==> src/rtl/tx_window_ctrl_if.sv <==
// Control/status bundle between the flight-computer side and the transmit-window controller.
// The master drives the timebase and requests; the slave (controller) returns registered status.
interface tx_window_ctrl_if #(
  parameter int CNT_W  = 16,
  parameter int WCNT_W = 8
);
  logic              tick;
  logic              arm;
  logic              mode;
  logic              abort;
  logic              tx_enable;
  logic              guard_active;
  logic              done;
  logic              aborted;
  logic [CNT_W-1:0]  ticks_left;
  logic [WCNT_W-1:0] window_count;

  modport master (
    output tick, arm, mode, abort,
    input  tx_enable, guard_active, done, aborted, ticks_left, window_count
  );

  modport slave (
    input  tick, arm, mode, abort,
    output tx_enable, guard_active, done, aborted, ticks_left, window_count
  );
endinterface

==> src/rtl/tx_window_ctrl.sv <==
// Transmit-window controller: opens a bounded window on request, closes it after a number of
// prescaled ticks or on abort, then holds off new windows for a guard interval.
module tx_window_ctrl #(
  parameter int CNT_W        = 16,
  parameter int WINDOW_TICKS = 4800,
  parameter int GUARD_TICKS  = 600,
  parameter int WCNT_W       = 8
) (
  input  logic            clk,
  input  logic            reset,
  tx_window_ctrl_if.slave bus
);

  typedef enum logic [1:0] {
    IDLE   = 2'd0,
    ACTIVE = 2'd1,
    GUARD  = 2'd2
  } state_t;

  localparam logic [CNT_W-1:0]  WIN_LOAD   = CNT_W'(WINDOW_TICKS);
  localparam logic [CNT_W-1:0]  GUARD_LOAD = CNT_W'(GUARD_TICKS);
  localparam logic [CNT_W-1:0]  CNT_ONE    = CNT_W'(1);
  localparam logic [CNT_W-1:0]  CNT_ZERO   = {CNT_W{1'b0}};
  localparam logic [WCNT_W-1:0] WCNT_ONE   = WCNT_W'(1);
  localparam logic              HAS_GUARD  = (GUARD_TICKS != 32'sd0);

  state_t             state_r;
  state_t             state_s;
  logic [CNT_W-1:0]   win_cnt_r;
  logic [CNT_W-1:0]   win_cnt_s;
  logic [CNT_W-1:0]   guard_cnt_r;
  logic [CNT_W-1:0]   guard_cnt_s;
  logic [WCNT_W-1:0]  wcount_r;
  logic [WCNT_W-1:0]  wcount_s;
  logic               arm_q_r;
  logic               start_s;
  logic               close_s;
  logic               done_s;
  logic               aborted_s;
  logic               done_r;
  logic               aborted_r;
  logic               tx_enable_r;
  logic               guard_active_r;

  // Start request: level in gated mode, rising edge of arm in latched mode.
  always_comb begin
    start_s = 1'b0;
    if (bus.mode) begin
      start_s = bus.arm & ~arm_q_r;
    end else begin
      start_s = bus.arm;
    end
  end

  // Next-state, counter and strobe logic.
  always_comb begin
    state_s     = state_r;
    win_cnt_s   = win_cnt_r;
    guard_cnt_s = guard_cnt_r;
    wcount_s    = wcount_r;
    close_s     = 1'b0;
    done_s      = 1'b0;
    aborted_s   = 1'b0;
    case (state_r)
      IDLE: begin
        // A tick coinciding with the start is deliberately not counted against the window.
        if (start_s) begin
          state_s   = ACTIVE;
          win_cnt_s = WIN_LOAD;
          wcount_s  = wcount_r + WCNT_ONE;
        end else begin
          state_s = IDLE;
        end
      end
      ACTIVE: begin
        if (bus.abort || (!bus.mode && !bus.arm)) begin
          aborted_s = 1'b1;
          close_s   = 1'b1;
        end else if (bus.tick) begin
          if (win_cnt_r == CNT_ONE) begin
            done_s  = 1'b1;
            close_s = 1'b1;
          end else begin
            win_cnt_s = win_cnt_r - CNT_ONE;
          end
        end else begin
          win_cnt_s = win_cnt_r;
        end
        if (close_s) begin
          win_cnt_s = CNT_ZERO;
          if (HAS_GUARD) begin
            state_s     = GUARD;
            guard_cnt_s = GUARD_LOAD;
          end else begin
            state_s     = IDLE;
            guard_cnt_s = CNT_ZERO;
          end
        end else begin
          state_s = ACTIVE;
        end
      end
      GUARD: begin
        if (bus.tick) begin
          if (guard_cnt_r == CNT_ONE) begin
            state_s     = IDLE;
            guard_cnt_s = CNT_ZERO;
          end else begin
            guard_cnt_s = guard_cnt_r - CNT_ONE;
          end
        end else begin
          guard_cnt_s = guard_cnt_r;
        end
      end
      default: begin
        state_s     = IDLE;
        win_cnt_s   = CNT_ZERO;
        guard_cnt_s = CNT_ZERO;
      end
    endcase
  end

  // State, counters and edge-detect register.
  always_ff @(posedge clk or negedge reset) begin
    if (!reset) begin
      state_r     <= IDLE;
      win_cnt_r   <= CNT_ZERO;
      guard_cnt_r <= CNT_ZERO;
      wcount_r    <= {WCNT_W{1'b0}};
      arm_q_r     <= 1'b0;
    end else begin
      state_r     <= state_s;
      win_cnt_r   <= win_cnt_s;
      guard_cnt_r <= guard_cnt_s;
      wcount_r    <= wcount_s;
      arm_q_r     <= bus.arm;
    end
  end

  // Status outputs are registered from the next-state view so they align with the state.
  always_ff @(posedge clk or negedge reset) begin
    if (!reset) begin
      tx_enable_r    <= 1'b0;
      guard_active_r <= 1'b0;
      done_r         <= 1'b0;
      aborted_r      <= 1'b0;
    end else begin
      tx_enable_r    <= (state_s == ACTIVE);
      guard_active_r <= (state_s == GUARD);
      done_r         <= done_s;
      aborted_r      <= aborted_s;
    end
  end

  assign bus.tx_enable    = tx_enable_r;
  assign bus.guard_active = guard_active_r;
  assign bus.done         = done_r;
  assign bus.aborted      = aborted_r;
  assign bus.ticks_left   = win_cnt_r;
  assign bus.window_count = wcount_r;

endmodule
==> src/flat_wrapper.sv <==
// flat-port wrapper written by rule: the top's interface ports become plain ports
module tx_window_ctrl_flat 
#(
  parameter int CNT_W        = 16,
  parameter int WINDOW_TICKS = 4800,
  parameter int GUARD_TICKS  = 600,
  parameter int WCNT_W       = 8
)
  (clk, reset, bus_tick, bus_arm, bus_mode, bus_abort, bus_tx_enable, bus_guard_active, bus_done, bus_aborted, bus_ticks_left, bus_window_count);
  tx_window_ctrl_if #(.CNT_W(CNT_W), .WCNT_W(WCNT_W)) bus_i ();
  input  logic clk;
  input  logic reset;
  input wire logic [$bits(bus_i.tick)-1:0] bus_tick;
  input wire logic [$bits(bus_i.arm)-1:0] bus_arm;
  input wire logic [$bits(bus_i.mode)-1:0] bus_mode;
  input wire logic [$bits(bus_i.abort)-1:0] bus_abort;
  output wire logic [$bits(bus_i.tx_enable)-1:0] bus_tx_enable;
  output wire logic [$bits(bus_i.guard_active)-1:0] bus_guard_active;
  output wire logic [$bits(bus_i.done)-1:0] bus_done;
  output wire logic [$bits(bus_i.aborted)-1:0] bus_aborted;
  output wire logic [$bits(bus_i.ticks_left)-1:0] bus_ticks_left;
  output wire logic [$bits(bus_i.window_count)-1:0] bus_window_count;
  assign bus_i.tick = bus_tick;
  assign bus_i.arm = bus_arm;
  assign bus_i.mode = bus_mode;
  assign bus_i.abort = bus_abort;
  assign bus_tx_enable = bus_i.tx_enable;
  assign bus_guard_active = bus_i.guard_active;
  assign bus_done = bus_i.done;
  assign bus_aborted = bus_i.aborted;
  assign bus_ticks_left = bus_i.ticks_left;
  assign bus_window_count = bus_i.window_count;
  tx_window_ctrl #(.CNT_W(CNT_W), .WINDOW_TICKS(WINDOW_TICKS), .GUARD_TICKS(GUARD_TICKS), .WCNT_W(WCNT_W)) u_core (.clk(clk), .reset(reset), .bus(bus_i));
endmodule
==> config.mk <==
export PLATFORM = sky130hd
export DESIGN_NAME = tx_window_ctrl_flat
export DESIGN_NICKNAME = d
export VERILOG_FILES = /design/src/rtl/tx_window_ctrl_if.sv /design/src/rtl/tx_window_ctrl.sv /design/src/flat_wrapper.sv
export SDC_FILE = /design/constraint.sdc
export NUM_CORES = 1
export LEC_CHECK = 0
export CAP_MARGIN = 20
export CELL_PAD_IN_SITES_DETAIL_PLACEMENT = 1
export CELL_PAD_IN_SITES_GLOBAL_PLACEMENT = 1
export CORE_ASPECT_RATIO = 0.8
export CORE_MARGIN = 3
export CORE_UTILIZATION = 43
export DETAILED_ROUTE_END_ITERATION = 8
export DONT_BUFFER_PORTS = 1
export PLACE_DENSITY = 0.8
export SYNTH_ARGS = -nofsm -noshare
export SYNTH_HDL_FRONTEND = slang
export SYNTH_SLANG_ARGS = --single-unit
==> constraint.sdc <==
create_clock -name clk -period 2.2 [get_ports clk]
set_input_delay 0.66 -clock clk [delete_from_list [all_inputs] [get_ports clk]]
set_output_delay 0.66 -clock clk [all_outputs]
set_load 0.02 [all_outputs]
==> After elaboration in Yosys (flattened, before gate mapping) <==
Index checks and enable logic that the tools add are counted.
{ "classes": {"addsub": 3, "mul": 0, "n_div": 0, "n_lt_le_gt_ge": 0, "n_eq_ne": 12, "shift": 0, "mux": 24, "bitwise": 4, "n_reduce_logical": 8} }
{ "ops": {"columns": ["cell", "n"], "rows": [
  ["2-to-1 mux 16 bit", 8],
  ["one-hot mux 16 bit (3 select lines)", 2],
  ["equality test 16 x 1 -> 1 bit (second input constant)", 2],
  ["subtractor 16 x 1 -> 16 bit (second input constant)", 2],
  ["2-to-1 mux 1 bit", 10],
  ["adder 8 x 1 -> 8 bit (second input constant)", 1],
  ["2-to-1 mux 2 bit", 3],
  ["!= test 3 bit (second input constant)", 2],
  ["one-hot mux 2 bit (3 select lines)", 1],
  ["AND reduction 5 bit", 1],
  ["equality test 2 x 1 -> 1 bit (second input constant)", 2],
  ["equality test 2 bit (second input constant)", 2],
  ["!= test 2 x 1 -> 1 bit (second input constant)", 2],
  ["!= test 3 x 2 -> 1 bit (second input constant)", 1],
  ["NOT 1 bit", 3],
  ["AND reduction 3 bit", 1],
  ["logical NOT 1 bit", 2],
  ["logical NOT 2 bit", 1],
  ["!= test 2 bit (second input constant)", 1],
  ["AND reduction 2 bit", 1],
  ["AND 1 bit", 1],
  ["logical AND 1 bit", 1],
  ["logical OR 1 bit", 1]
]} }
{ "word_totals": {"register_bits": 47, "latchBits": 0, "mem_bits_rw": 0, "rom_bits": 0, "input_bits": 6, "output_inout_bits": 28, "wordCells": 60, "n_memories": 0} }

==> Longest topological paths before layout <==
Gate-level depths: netlist of the first run.
{ "logic_depth": {"word_depth": 8, "mapped_depth": 8, "mapped_depth_nobuf": 7} }

==> Least setup slack after synthesis of the first run <==
OpenSTA, ideal clock, no wires.
{ "synth_path": {"path_type": "register to register", "startpoint": "reg u_core.win_cnt_r[1] (netlist: u_core.bus.ticks_left[1])", "endpoint": "reg u_core.win_cnt_r[10] (netlist: u_core.bus.ticks_left[10])", "setup_time_ps": 121, "arrival_time_ps": 2031, "required_ps": 2079, "setup_slack_ps": 48, "path_stages_with_launch": 9, "n_path_buf": 1, "period_less_slack_ps": 2152, "path_cell_list": "dfrtp_1 > inv_1 > ha_1 > or4b_1 > nor2_1 > a21o_1 > buf_2 > o21ai_0 > a22o_1"} }
{ "synth_via": {"elab_chain_len": 7, "elab_cells_between_ends": 15, "classes_between": "add/sub: 1; eq/ne: 4; mux: 9; reduce/logical: 1"} }
{ "synth_rtl": {"columns": ["item", "line", "rtl"], "rows": [
  ["start, declared", "tx_window_ctrl.sv:29", "logic [CNT_W-1:0] win_cnt_r;"],
  ["start signal, assigned", "tx_window_ctrl.sv:132", "win_cnt_r <= win_cnt_s;"],
  ["branches (longest 7 deep; another with subtractor 16 x 1 -> 16 bit)", null, null]
]} }
Several ways; the timed one is not identified. The select of a mux whose other input is x is not followed.
A chain may end at the register's enable or synchronous reset.

==> Worst setup path after layout of the first run <==
{ "layout_path": {"startpoint": "reg u_core.win_cnt_r[1] (netlist: u_core.bus.ticks_left[1])", "endpoint": "reg u_core.win_cnt_r[8] (netlist: u_core.bus.ticks_left[8])"} }
Same word-level chain as after synthesis.

==> out/metrics.cfg, run 1 <==
[status]
outcome=complete, no violations

[setup_path]
crit_fanout=13
rrSetupSlack_ps=40
critical_path_class=register to register
cp_data_required_time_ps=2400
start_kind=register
cp_data_arrival_time_ps=2360
end_kind=register

[cts]
cts_root_buf=clkbuf_8
clkTransAtPathRegs_ps=90
clock_latency_ps=310
cts_buffer_depth=2
hold_buffers=0
cts_max_level=2
tritoncts=built
numClockSinks=47
cts_made_buffers=5

[drt]
wl_per_cell_um=18.6
ant_nets=0
drt_iter0_markers=115
vias_per_cell=5.90
vias=2338
routed_wl_um=7360
drc=0
drt_pass1_iterations=4

[timing]
finalSetupViolCount=0
worst_pin_slew_ps=447
fin_crit_ps=2160
relSlewSlack=0.699
worst_slack_ps=38.2
skew_ps=10.2
hold_viol=0
period_share=0.983
fmax_mhz=463
slew_violations=0

[cells_and_area]
fill_cells=669
final_util=0.551
drive_above_1_share=0.208
num_antenna_cells=0
finalNetCount=332
area_growth_pct=19.5
layoutNonFillerInstCount=396

[placed_design]
port-buffer-count=0
dp_slack_ps=-26.6
dp.cells=385
gp_congestion=0.791
dp_hpwl_um=5290

[yosys]
ys_ff_latch=47
synth_cell_types=51
synth_edf_count=0
synth_largest_area_cell=dfrtp_1
synth_area_per_cell_um2=9.22
synth_top_area_frac=0.452
yosysWarnings=0
ys_top_cells_by_area=dfrtp_1 45%, o21ai_0 6.0%, ha_1 4.3%
synth_flop_cell=dfrtp_1
async_flop_share=1.00
syn_area_um2=2600
synth_nets=297
synth_cells=282
ys_seq_area_frac=0.452

[floorplanning]
top_level_ports=34
fp-row-count=24
die_area_um2=7020
die_w_um=92.9
core_area_um2=5650
initial_core_util=0.461
die_y_um=75.6

[global_route]
grt_pass1_vias=2287
grt_overflow=0
grt_max_degree=48
antenna_found_initial=0
grt_util_all_layers=0.217
grt_pass1_wl_um=12000

[min_path]
min_path_type=input port to asynchronous set/reset pin

[pwr]
max-vdd-ir-drop_mv=0.886
p_total_w=0.00561
p_per_area_nw_per_um2=1800
p_leak_nw=1.36

[job]
drv_cap=0

layout by cell type, fill, tap and decap left out, types with 4 or more instances in the layout:
cell / Yosys / final
a31oi_1: 5 / 4
or3_1: 4 / 4
inv_1: 17 / 17
buf_4: 0 / 34
nand2_1: 27 / 27
clkbuf_8: 0 / 6
o21ai_0: 31 / 31
a21oi_1: 14 / 13
xnor2_1: 6 / 6
a211oi_1: 7 / 7
nor3_1: 15 / 15
ha_1: 9 / 9
nor4_1: 4 / 4
o31ai_1: 5 / 5
o22ai_1: 4 / 4
dfrtp_1: 47 / 47
nor2_1: 19 / 17
nand4_1: 7 / 7
cell usage after synthesis (2+ instances only):
master     count
o21ai_0       31
nor3b_1        2
a31oi_1        5
and4_1         2
and3_1         3
o22ai_1        4
and2_1         2
a211oi_1       7
nor3_1        15
a21o_1         3
o211ai_1       2
buf_2          3
clkbuf_1       7
nor4_1         4
dfrtp_1       47
a22o_1         3
xnor2_1        6
nand2_1       27
nor2b_1        3
nand4_1        7
ha_1           9
o41ai_1        3
nor2_1        19
or4_1          4
or3_1          4
inv_1         17
a2bb2oi_1      2
a21oi_1       14
o31ai_1        5
sequential cells by signal, indices dropped and copies added (netlist names):
| signal | cells |
|---|---|
| u_core.state_r | 2 |
| u_core.bus.tx_enable | 1 |
| u_core.bus.done | 1 |
| u_core.bus.ticks_left | 16 |
| u_core.bus.guard_active | 1 |
| u_core.arm_q_r | 1 |
| u_core.bus.aborted | 1 |
| u_core.bus.window_count | 8 |
| u_core.guard_cnt_r | 16 |
metal layers:
| layer | share of wire | routed length, um | global-route usage |
|---|---|---|---|
| met1 | 0.49 | 3640 | 0.310 |
| met2 | 0.46 | 3400 | 0.346 |
| met3 | 0.035 | 256 | 0.0405 |
| met4 | 0.0094 | 69 | 0.0569 |
| met5 | 0 | 0 | 0 |
cells by family after synthesis:
| kind of cell | share of synthesized area |
|---|---|
| simple gates | 0.218 |
| compound gates | 0.218 |
| flops | 0.452 |
| buf+inv | 0.0404 |
| fa+ha+maj | 0.0433 |
| xor+xnor | 0.0236 |
| mux | 0.00433 |
final cells by class:
cell class / count / area (um2) / area share
inverter: 17 / 63.8 / 0.0205
clock inverter: 2 / 16.3 / 0.00523
multi-input combinational: 208 / 1360 / 0.438
timing repair buffer: 38 / 309 / 0.0994
sequential: 47 / 1180 / 0.378
clock buffer: 6 / 82.6 / 0.0266
tap: 78 / 97.6 / 0.0314
path summary, 6_finish.rpt:
kind,start,endpoint,depth (start not counted)
min,reset,u_core.bus.window_count[6],0
min reg2reg,u_core.guard_cnt_r[12],u_core.guard_cnt_r[12],1
max reg2reg,u_core.bus.ticks_left[1],u_core.bus.ticks_left[8],8
min in group clk,bus_arm,u_core.arm_q_r,0
max in group asynchronous,reset,u_core.bus.ticks_left[3],0
max,u_core.bus.ticks_left[1],u_core.bus.ticks_left[8],8
power by group:
group / total [W] / internal, W / switching [W] / leakage (nW)
logic: 0.00352 / 0.00141 / 0.00210 / 0.695
clock network: 0.000566 / 0.000257 / 0.000309 / 0.0474
registers: 0.00152 / 0.00116 / 0.000365 / 0.622
worst max-delay path, cell delays in order (launching register included):
cell and delay, ps:
dfrtp_1 380, inv_1 90, ha_1 150, or4b_4 480, nor2_2 150, a21o_1 200
buf_6 170, nor2_1 130, a32o_1 300
per-stage QoR:
step                area, um2  TNS, ps  hold slack (ps)
global route             3110    -96.0             14.6
detailed placement       2930    -61.3              366
finish                   3110        0             36.5
global placement         2930        0              365
floorplan                2600        0              364
CTS                      3070        0             22.3
what timing repair did:
item / 4_1_cts / 5_1_grt
setup endpoints to repair: 10 / 17
setup buffers: 2 / 1
pin swaps: 0 / 0
gates resized for setup: 6 / 7
(Power assumes the default switching activity.)
==> inputs of run 2 (changes only) <==
--- a/config.mk
+++ b/config.mk
@@ -5,15 +5,16 @@
 export SDC_FILE = /design/constraint.sdc
 export NUM_CORES = 1
 export LEC_CHECK = 0
+export ABC_AREA = 1
 export CAP_MARGIN = 20
 export CELL_PAD_IN_SITES_DETAIL_PLACEMENT = 1
 export CELL_PAD_IN_SITES_GLOBAL_PLACEMENT = 1
 export CORE_ASPECT_RATIO = 0.8
 export CORE_MARGIN = 3
-export CORE_UTILIZATION = 43
+export CORE_UTILIZATION = 41
 export DETAILED_ROUTE_END_ITERATION = 8
 export DONT_BUFFER_PORTS = 1
-export PLACE_DENSITY = 0.8
+export PLACE_DENSITY = 0.81
 export SYNTH_ARGS = -nofsm -noshare
 export SYNTH_HDL_FRONTEND = slang
 export SYNTH_SLANG_ARGS = --single-unit
==> run 2 against run 1 <==
Compared with the run above: non-clock buffer count is 20 lower; fmax rose by 13%; sequential share of layout area down 2.3 points; core utilization fell by 7.5 points; total power is 0.37% lower; setup slack better by 250 ps; clock power rose by 19%; first-iteration DRC count up 0.87%; largest cell class unchanged; via count increased by 18%; combinational power fell by 4%; largest power group unchanged; critical path depth shrank 1.
==> out/metrics.cfg, run 2 <==
[cells_and_area]
layoutNonFillerInstCount=533
final_cell_mix=117 x nand2_1, 79 x nor2_1, 50 x inv_1
area_growth_pct=10.9
fill_cells=934
drive_above_1_share=0.101
num_antenna_cells=0
final_util=0.476
finalNetCount=460
final_common_cell=nand2_1

[cts]
cts_made_buffers=5
cts_buffer_depth=2
numClockSinks=47
cts_root_buf=clkbuf_8
post_cts_buffers=0
tritoncts=built
cts_max_level=2
hold_buffers=0
cts_resized=0
clock_latency_ps=300
clkTransAtPathRegs_ps=90

[global_route]
grt_pass1_vias=2785
grt_util_all_layers=0.216
grt_util_met1=0.303
grt_pass1_wl_um=14100
antenna_found_initial=0
met2_usage=0.342
use_met3=0.0554
grt_overflow=0
grt_max_degree=48
grt.busiest_layer=met2

[yosys]
synth_nets=440
synth_area_per_cell_um2=7.03
synth.most_common_cell=nand2_1
synth_flop_cell=dfrtp_1
synth_edf_count=0
synth_cells=425
ys_seq_area_frac=0.394
ys_ff_latch=47
ys_top_cells_by_area=dfrtp_1 39%, nand2_1 15%, nor2_1 9.9%
async_flop_share=1.00
synth_cell_types=29
yosysWarnings=0
syn_area_um2=2990
synth_largest_area_cell=dfrtp_1
yosys-top-cells-count=117 x nand2_1, 79 x nor2_1, 50 x inv_1
synth_top_area_frac=0.394

[drt]
vias_per_cell=5.19
drt_iter0_markers=116
drc=0
drt_pass1_iterations=4
routed_wl_um=8360
vias=2768
ant_nets=0
wl_per_cell_um=15.7

[timing]
finalSetupViolCount=0
hold_ws_ps=43.2
slew_violations=0
relSlewSlack=0.706
hold_viol=0
fin_setup_tns_ps=0
fmax_mhz=522
period_share=0.871
worst_pin_slew_ps=440
rsz0062_at_grt=false
fin_crit_ps=1920
skew_ps=5.92

[floorplanning]
initial_core_util=0.429
die_y_um=82.3
top_level_ports=34
fp-row-count=27
die_w_um=101
die_area_um2=8350
core_area_um2=6960

[pwr]
p_leak_nw=1.79
p_per_area_nw_per_um2=1690
p_total_w=0.00558
max-vdd-ir-drop_mv=0.580

[setup_path]
crit_fanout=5
slowest_stage=dfrtp_1
cp_data_arrival_time_ps=2100
critPathBufInv=2
cp_data_required_time_ps=2380
start_kind=register
critical_path_class=register to register
critPathTopFamily=simple AND/OR/NAND/NOR gates
end_kind=register
path_common_cell=inv_1
path_cells=inv_1 > ha_1 > inv_1 > nor2_1 > nand3_1 > nand3b_1 > xnor2_1
worst_path_largest_cell_delay_ps=430

[job]
drv_cap=0

[placed_design]
dp_hpwl_um=6650
port-buffer-count=0
gp_congestion=0.856
dp.cells=525

[status]
outcome=complete, no violations

[min_path]
min_path_type=input port to asynchronous set/reset pin

[run 2: logic make-up after synthesis]
logic type,count (synthesis),share of synthesized area
simple gates,273,0.400
buf+inv,58,0.0800
compound gates,22,0.0415
flops,47,0.394
fa+ha+maj,9,0.0377
xor+xnor,16,0.0469
[run 2: power by group]
group	internal (W)	switching [W]	total, W
Combinational	0.00111	0.00226	0.00337
Sequential	0.00114	0.000404	0.00154
Clock	0.000368	0.000304	0.000672
[run 2: worst reg2reg max path, cell delays in order, from the launching register on]
cell and delay, ps:
dfrtp_1 430, inv_1 100, ha_1 200, inv_1 140, nor2_1 340, nand3_1 200
nand3b_1 240, xnor2_1 150
[run 2: layout make-up]
class,instances,area [um2],area share
inverter,53,201,0.0608
clock buffer,6,82.6,0.0249
sequential,47,1180,0.355
clock inverter,2,35.0,0.0106
tap,87,109,0.0329
timing repair buffer,18,135,0.0408
multi-input combinational,320,1570,0.475
[run 2: routing by layer]
| layer | share of wire | wire length, um |
|---|---|---|
| met4 | 0.0072 | 60 |
| met3 | 0.070 | 586 |
| met5 | 0 | 0 |
| met1 | 0.48 | 3970 |
| met2 | 0.45 | 3740 |
[run 2: final timing paths]
check | start | end | slack, ps | cells past startpoint
worst min register to register | u_core.guard_cnt_r[15] | u_core.guard_cnt_r[15] | 530 | 2
min in group clk | bus_arm | u_core.arm_q_r | 380 | 0
worst min-delay path | reset | u_core.bus.guard_active | 40 | 0
max in group asynchronous | reset | u_core.guard_cnt_r[11] | 2070 | 0
worst max register to register | u_core.state_r[0] | u_core.bus.window_count[7] | 280 | 7
worst max-delay path | u_core.state_r[0] | u_core.bus.window_count[7] | 280 | 7
[run 2: metrics by stage]
stage	setup WS, ps	cell area, um2
detailed placement	233	3190
CTS	251	3310
finish	284	3310
global placement	353	3190
global route	75.4	3310
floorplan	517	2990
==> inputs of run 3 (changes only) <==
--- a/config.mk
+++ b/config.mk
@@ -11,10 +11,10 @@
 export CELL_PAD_IN_SITES_GLOBAL_PLACEMENT = 1
 export CORE_ASPECT_RATIO = 0.8
 export CORE_MARGIN = 3
-export CORE_UTILIZATION = 41
+export CORE_UTILIZATION = 46
 export DETAILED_ROUTE_END_ITERATION = 8
 export DONT_BUFFER_PORTS = 1
-export PLACE_DENSITY = 0.81
+export PLACE_DENSITY = 0.86
 export SYNTH_ARGS = -nofsm -noshare
 export SYNTH_HDL_FRONTEND = slang
 export SYNTH_SLANG_ARGS = --single-unit
==> constraint.sdc (replaced) <==
create_clock -name clk -period 2.1 [get_ports clk]
set_input_delay 0.63 -clock clk [delete_from_list [all_inputs] [get_ports clk]]
set_output_delay 0.63 -clock clk [all_outputs]
set_load 0.02 [all_outputs]
==> run 3 against run 2 <==
Compared with the run above: sequential power up 7%; flip-flop and latch count unchanged; die area down 10%; hold slack worse by 20 ps; critical path type unchanged; critical endpoint is now u_core.bus.ticks_left[9]; largest cell class unchanged; highest routed layer unchanged.
==> out/metrics.cfg, run 3 (same netlist as run 2, synthesis figures left out) <==
[cts]
post_cts_buffers=0
clock_latency_ps=310
cts_max_level=2
numClockSinks=47
clkTransAtPathRegs_ps=100
cts_root_buf=clkbuf_8
cts_buffer_depth=2
cts_made_buffers=5
tritoncts=built

[timing]
skew_ps=16.1
fin_setup_tns_ps=0
worst_slack_ps=216
finalSetupViolCount=0
hold_viol=0
rsz0062_at_grt=false
worst_pin_slew_ps=462
period_share=0.897
fmax_mhz=531
relSlewSlack=0.691
fin_crit_ps=1880
slew_violations=0

[setup_path]
crit_path_start=u_core.bus.ticks_left[1]
cp_data_required_time_ps=2300
slowest_stage=dfrtp_1
critical_path_class=register to register
ff2ff_path_depth=8
path_common_cell=nand2_1
r2r-start=u_core.bus.ticks_left[1]
worst_path_largest_cell_delay_ps=400
cp_data_arrival_time_ps=2090
start_kind=register
crit_fanout=5
path_cells=buf_4 > nor2_1 > nand2_1 > nor2_1 > nand2_1 > xor2_1 > nand2_1 > a21boi_0
end_kind=register

[drt]
highest_layer=met4
dr_wl_met3_um=617
met1_length_um=4470
vias=2886
wl_met2_um=3970
drc=0
ant_nets=0
wl_per_cell_um=17.2
drt_iter0_markers=163
routed_wl_um=9140
vias_per_cell=5.42
drt_pass1_iterations=4

[placed_design]
dp_slack_ps=50.1
port-buffer-count=0
gp_congestion=0.879
dp_hpwl_um=6990

[floorplanning]
fp-row-count=25
die_y_um=78.1
core_area_um2=6100
die_area_um2=7500
die_w_um=96.1
top_level_ports=34
initial_core_util=0.490

[cells_and_area]
drive_above_1_share=0.111
num_antenna_cells=0
multiInputGateArea_um2=1580
finalNetCount=466
area_growth_pct=12.0
seq_area_um2=1180
fill_cells=807
final_common_cell=nand2_1
final_cell_mix=117 x nand2_1, 79 x nor2_1, 50 x inv_1

[pwr]
switchingPower_w=0.00324
clkPwrFrac=0.098
p_int_w=0.00267
p_comb_frac=0.623
p_per_area_nw_per_um2=1770
p_total_w=0.00591
p_leak_nw=1.82
p_sw_frac=0.548
power_frac_seq=0.279
max-vdd-ir-drop_mv=0.800

[global_route]
grt_overflow=0
grt_util_all_layers=0.256
grt_max_degree=48
grt_pass1_wl_um=14900
grt_pass1_vias=3062
antenna_found_initial=0

[job]
drv_cap=0

[status]
outcome=complete, no violations

[min_path]
min_path_type=input port to asynchronous set/reset pin

## run 3: changes by cell type in the layout (fill, tap and decap cells not counted), sizes merged
cell    previous run  this run
bufinv             1         0
buf               18        24
## run 3: area by class of cell
cell class                      instances  area share
Inverter                               53      0.0602
Tap cell                               81      0.0303
Clock buffer                            6      0.0247
Timing Repair Buffer                   24      0.0598
Sequential cell                        47       0.352
Clock inverter                          1     0.00150
Multi-Input combinational cell        320       0.472
## run 3: timing repair
action / in CTS / in global routing
hold endpoints to repair: 0 / 36
hold buffers: 0 / 1
resized for setup: 0 / 1
setup endpoints to repair: 0 / 1
## run 3: layer usage
layer  vias to the layer above  global-route usage
li1                       1374                   -
met1                      1420               0.381
met2                        83               0.382
met3                         9              0.0508
met5                         -                   0
met4                         0              0.0611
## run 3: metrics by stage
stage / hold slack [ps] / instances / area [um2] / utilization
after floorplan: 334 / 425 / 2990 / -
after global placement: 336 / 524 / 3220 / 0.528
after detailed placement: 336 / 524 / 3220 / 0.528
after CTS: 1.87 / 531 / 3310 / 0.543
after global routing: 0.431 / 532 / 3350 / 0.549
final: 22.9 / 532 / 3350 / 0.549
## run 3: power by group through the flow
| stage | combinational, W | sequential [W] | clock [W] |
|---|---|---|---|
| 3_5_place_dp | 0.00358 | 0.00166 | 0 |
| 4_1_cts | 0.00361 | 0.00165 | 0.000586 |
| 3_3_place_gp | 0.00338 | 0.00164 | 0 |
| 6_report | 0.00368 | 0.00165 | 0.000580 |
| 2_1_floorplan | 0.00247 | 0.00168 | 0 |
| 5_1_grt | 0.00413 | 0.00170 | 0.000633 |
## run 3: final timing paths
| kind | to | slack (ps) |
|---|---|---|
| setup / recovery | u_core.bus.ticks_left[9] | 220 |
| hold / removal | u_core.bus.ticks_left[8] | 20 |
| setup reg to reg | u_core.bus.ticks_left[9] | 220 |
| hold reg to reg | u_core.guard_cnt_r[15] | 540 |
| max in group asynchronous | u_core.guard_cnt_r[10] | 1760 |
| min in group clk | u_core.arm_q_r | 350 |
## run 3: worst max-delay path, delay by kind of cell, from the launching register on
family | cells | cell delay, ps
buffers and inverters | 1 | 160
AOI/OAI and AO/OA | 1 | 200
xor gates and xnor gates | 1 | 160
DFF | 1 | 400
and+or+nand+nor | 5 | 860
